### config.mk
export PLATFORM = sky130hd
export DESIGN_NAME = multicycle_controller
export DESIGN_NICKNAME = d
export VERILOG_FILES = /design/src/rtl/multicycle_controller.sv
export SDC_FILE = /design/constraint.sdc
export NUM_CORES = 1
export LEC_CHECK = 0
export CAP_MARGIN = 40
export CORE_MARGIN = 2
export CORE_UTILIZATION = 45
export CTS_BUF_LIST = sky130_fd_sc_hd__clkbuf_2 sky130_fd_sc_hd__clkbuf_4 sky130_fd_sc_hd__clkbuf_8
export CTS_CLUSTER_DIAMETER = 30
export DETAILED_ROUTE_END_ITERATION = 10
export PLACE_DENSITY = 0.87
export RECOVER_POWER = 100
export SLEW_MARGIN = 20
export SYNTH_ARGS = -nofsm -noshare
export SYNTH_HDL_FRONTEND = slang
export SYNTH_SLANG_ARGS = --single-unit
### constraint.sdc
create_clock -name clk -period 3.1 [get_ports clk]
set_input_delay 0.465 -clock clk [delete_from_list [all_inputs] [get_ports clk]]
set_output_delay 0.465 -clock clk [all_outputs]
set_load 0.03 [all_outputs]
### src/rtl/multicycle_controller.sv
// multicycle_controller: multi-cycle FETCH/DECODE/EXEC/MEM/WB sequencer for the stack-machine datapath
// Ports:
//   clk, reset            rising-edge clock, asynchronous active-high reset
//   ir_1, ir_2, ir_3      opcode and register fields of the instruction register
//   zero                  ALU zero flag, sampled combinationally in BEQZ EXEC
//   irLoad, pcLoad        instruction register / PC load strobes
//   branch, muxreturn     PC source selects (branch target / memory data, else PC+1)
//   memEnable, memReadWrite, muxPP, muxpush   shared memory port control
//   aluOp, regLoad, wbSel ALU operation and register writeback control
//   spInc, spDec          stack pointer post-increment / pre-decrement
//   halted, state         HALT indication and debug state
module multicycle_controller (
   input  logic       clk,
   input  logic       reset,
   input  logic [3:0] ir_1,
   input  logic [1:0] ir_2,
   input  logic [1:0] ir_3,
   input  logic       zero,
   output logic       irLoad,
   output logic       pcLoad,
   output logic       branch,
   output logic       muxreturn,
   output logic       memEnable,
   output logic       memReadWrite,
   output logic [1:0] muxPP,
   output logic       muxpush,
   output logic [1:0] aluOp,
   output logic       regLoad,
   output logic       wbSel,
   output logic       spInc,
   output logic       spDec,
   output logic       halted,
   output logic [2:0] state
);
   localparam logic [2:0] S_FETCH = 3'b000, S_DECODE = 3'b001, S_EXEC = 3'b010,
                          S_MEM = 3'b011, S_WB = 3'b100, S_HALT = 3'b101;
   localparam logic [3:0] OP_NOP = 4'b1000, OP_LOAD = 4'b1001, OP_STORE = 4'b1010,
                          OP_BEQZ = 4'b1011, OP_PUSH = 4'b1100, OP_POP = 4'b1101,
                          OP_CALL = 4'b1110, OP_RET = 4'b1111;
   logic [2:0] next_state;
   logic [3:0] op;
   logic [1:0] op_r2, op_r3;
   // register fields are latched for the datapath's view of the instruction; sequencing never needs them
   logic unused_fields;
   assign unused_fields = ^{op_r2, op_r3};
   always_ff @(posedge clk or posedge reset)
      if (reset) begin
         state <= S_FETCH;
         op    <= OP_NOP;
         op_r2 <= 2'b00;
         op_r3 <= 2'b00;
      end else begin
         state <= next_state;
         if (state == S_DECODE) begin
            op    <= ir_1;
            op_r2 <= ir_2;
            op_r3 <= ir_3;
         end
      end
   // DECODE looks at the live IR; later states only at the latched copy
   always_comb begin
      next_state = S_FETCH;
      case (state)
         S_FETCH:  next_state = S_DECODE;
         S_DECODE: next_state = ~ir_1[3] ? S_EXEC :
                                (ir_1 == OP_POP || ir_1 == OP_RET) ? S_MEM :
                                (ir_1 == OP_NOP) ? (ir_2 == 2'b11 ? S_HALT : S_FETCH) : S_EXEC;
         S_EXEC:   next_state = ~op[3] ? S_WB :
                                (op == OP_LOAD || op == OP_STORE || op == OP_PUSH || op == OP_CALL) ? S_MEM : S_FETCH;
         S_MEM:    next_state = (op == OP_LOAD || op == OP_POP) ? S_WB : S_FETCH;
         S_WB:     next_state = S_FETCH;
         S_HALT:   next_state = S_HALT;
         default:  next_state = S_FETCH;
      endcase
   end
   // outputs are gated by reset itself so an asserted reset kills any in-flight access at once
   always_comb begin
      irLoad       = 1'b0;
      pcLoad       = 1'b0;
      branch       = 1'b0;
      muxreturn    = 1'b0;
      memEnable    = 1'b0;
      memReadWrite = 1'b0;
      muxPP        = 2'b00;
      muxpush      = 1'b0;
      aluOp        = 2'b00;
      regLoad      = 1'b0;
      wbSel        = 1'b0;
      spInc        = 1'b0;
      spDec        = 1'b0;
      halted       = 1'b0;
      if (!reset)
         case (state)
            S_FETCH: begin
               memEnable = 1'b1;
               irLoad    = 1'b1;
               pcLoad    = 1'b1;
            end
            S_EXEC: begin
               aluOp  = ~op[3] ? op[1:0] : (op == OP_BEQZ ? 2'b01 : 2'b00);
               branch = op == OP_BEQZ && zero;
               pcLoad = op == OP_BEQZ && zero;
               spDec  = op == OP_PUSH || op == OP_CALL;
            end
            S_MEM: begin
               memEnable    = 1'b1;
               memReadWrite = op == OP_STORE || op == OP_PUSH || op == OP_CALL;
               muxPP        = (op == OP_LOAD || op == OP_STORE) ? 2'b01 : 2'b10;
               muxpush      = op == OP_CALL;
               branch       = op == OP_CALL;
               muxreturn    = op == OP_RET;
               pcLoad       = op == OP_CALL || op == OP_RET;
               spInc        = op == OP_RET;
            end
            S_WB: begin
               regLoad = 1'b1;
               wbSel   = op[3];
               spInc   = op == OP_POP;
            end
            S_HALT:  halted = 1'b1;
            default: ;
         endcase
   end
endmodule

==> results.ini <==
[cells_and_area]
area_growth_pct=40.5
multiInputGateArea_um2=424
regArea_um2=176
antenna_cells=0
drive_gt1_share_pct=11.3
fin_nets=109
n_fill_cell=115
fin_area_um2=928
finalNonFillerCells=112

[floorplanning]
fp-row-count=13
fp.dieH_um=42.3
core_area_um2=1330
die_w_um=42.3
ios=30
dieArea_um2=1790
start_util_pct=49.5

[sta]
skew_ns=0.00304
fin_crit_ns=2.91
setup_violations=0
worst_slew_pin_slew_ns=0.478
fin_crit_sh_pct=93.8
rsz0062_at_grt=false
drv_slew=0
fmax_mhz=344
hold_viol=0
setup_tns_ns=0
relSlewSlack_pct=68.1

[worst_hold_path]
holdCritPathClass=flop to flop
min-delay-start=op[2]

[clocking]
cts_made_buffers=3
h-tree-depth=1
clock_sinks=7
cts_buffer_depth=2
clk_pin_slew_worst_paths_ns=0.06
post_cts_buffers=0
clkLatencyLatePin_ns=0.25
cts-root-buf=clkbuf_4
post_cts_resized=0
cts_tree=yes
hold_buffers=0

[worst_setup_path]
critPathMaxStageDelay_ns=0.76
worstSetupStartpointType=input port
required_ns=2.63
r2r_start=state[0]
critical_path.max_fanout=9
endpoint_kind=primary output
cp_common_cell=dlygate4sd3_1
path_delay_family=buffers and inverters
path_class=input port to primary output
crit_buf_inv=2
worst-endpoint-arrival_ns=2.44
critPathSlowestCell=dlygate4sd3_1
cp-startpoint=reset
cp_cell_sequence=dlygate4sd3_1, nor2_1, nand3_1, nor4b_2, dlygate4sd3_1

[yosys]
ys_async_sr_fraction_pct=100
synth_fp_nets=85
ys_top_cells_by_count=7 x buf_2, 6 x dfrtp_1, 6 x nand3_1
syn_area_per_cell_um2=8.93
syn_area_um2=661
synth_top_area_cell=dfrtp_1
ys_ff_latch=7
syn_inst=74
synth.top_cell.area_share_pct=22.7
post_synth_num_cell_types=36
ys_seq_area_share_pct=26.7
synth_ff_type=dfrtp_1
synth_warnings=0
synth-edff-count=0
synthTopCellsByArea=dfrtp_1 23%, mux2_1 6.8%, and4bb_1 5.7%
yosysMostFrequentCell=buf_2

[global_routing]
grt-ovfl-total=0
antenna_found_initial=0
grt_pass1_vias=578
grt_pass1_wl_um=2670
grt_usage_pct=19.0
grt_max_degree=18

[flow_run]
maxCapViolCount=0

[placement]
dpl_cell_area_um2=903
port_buffers=27
hpwlAfterDp_um=1150
finalWeightedCongestion=0.741
place_inst=108

[status]
status=completed

[power]
leakagePower_nw=0.402
ir_worst_vdd_mv=0.531
power_density_nw_per_um2=799

[routing]
vias=655
antenna_left=0
first_pass_iters=4
routed_wl_um=1540
drtIter0Drc=14
drc=0
via_per_inst=5.85
drt-wirelength-per-cell_um=13.8

==> placed cells by master, fill, tap and decap left out, types with 2 or more instances in the layout <==
master           count
clkdlybuf4s50_1      7
nand2b_1             2
nor2_1               5
nor4b_2              2
nand3_1              6
clkbuf_4             3
and2_1               2
and4b_1              2
nand2_1              4
and3_1               3
dfrtp_1              6
dlygate4sd3_1       20
inv_1                3
o21ai_0              3
and4bb_1             3
mux2_1               4
nor3b_1              3
==> kinds of logic (layout without fill, tap and decap cells) <==
family | count (synthesis) | in the layout | share of synthesized area (%)
flip-flops | 7 | 7 | 26.7
AND/OR/NAND/NOR | 40 | 40 | 43.2
XOR/XNOR | 1 | 1 | 1.33
AO/OA/AOI/OAI | 11 | 11 | 13.3
buffers and inverters | 11 | 34 | 8.71
multiplexers | 4 | 4 | 6.82
==> stage by stage <==
step	setup WS, ns	util, %	power [W]	hold slack, ns
finish	0.192	69.6	0.000742	0.706
global route	0.0977	69.6	0.000795	0.744
CTS	0.244	69.8	0.000763	0.692
detailed placement	0.244	67.7	0.000676	0.669
global placement	0.311	67.7	0.000667	0.676
floorplan	0.592	-	0.000565	0.446
==> routing by layer <==
layer  up-vias  share of wire, %  global-route usage [%]
li1        320                 -                       -
met1       310                45                    22.4
met2        23                49                    33.5
met3         2               5.4                    3.45
met4         0               1.1                    7.50
met5         -                 0                       0
==> flip-flops by register name, indices dropped and copies added (netlist names) <==
signal  flops
state       3
op          4
==> final timing paths <==
| check | end | slack, ns | depth (start not counted) |
|---|---|---|---|
| worst max-delay path | memReadWrite | 0.19 | 5 |
| worst min-delay path | op[2] | 0.71 | 1 |
| worst max register to register | op[2] | 1.47 | 3 |
| worst min register to register | op[2] | 0.71 | 1 |
| max in group asynchronous | op[3] | 2.02 | 2 |
| min in group asynchronous | state[1] | 0.81 | 2 |
==> layout make-up <==
class	instances	area share (%)
multi-input combinational	56	45.7
clock buffer	3	2.43
clock inverter	1	0.539
sequential	7	19.0
timing repair buffer	27	29.1
tap	15	2.02
inverter	3	1.21
==> worst register-to-register path, stage by stage (launching register included) <==
cell      delay [ns]
dfrtp_1         0.64
nand2b_1        0.18
nor2_1          0.33
mux2_1          0.37
==> power by group <==
part / switching (W) / internal [W]
clock: 0.0000370 / 0.0000473
sequential: 0.000135 / 0.000139
combinational: 0.000201 / 0.000183
total: 0.000373 / 0.000370
Power figures use the tool's default switching activity.
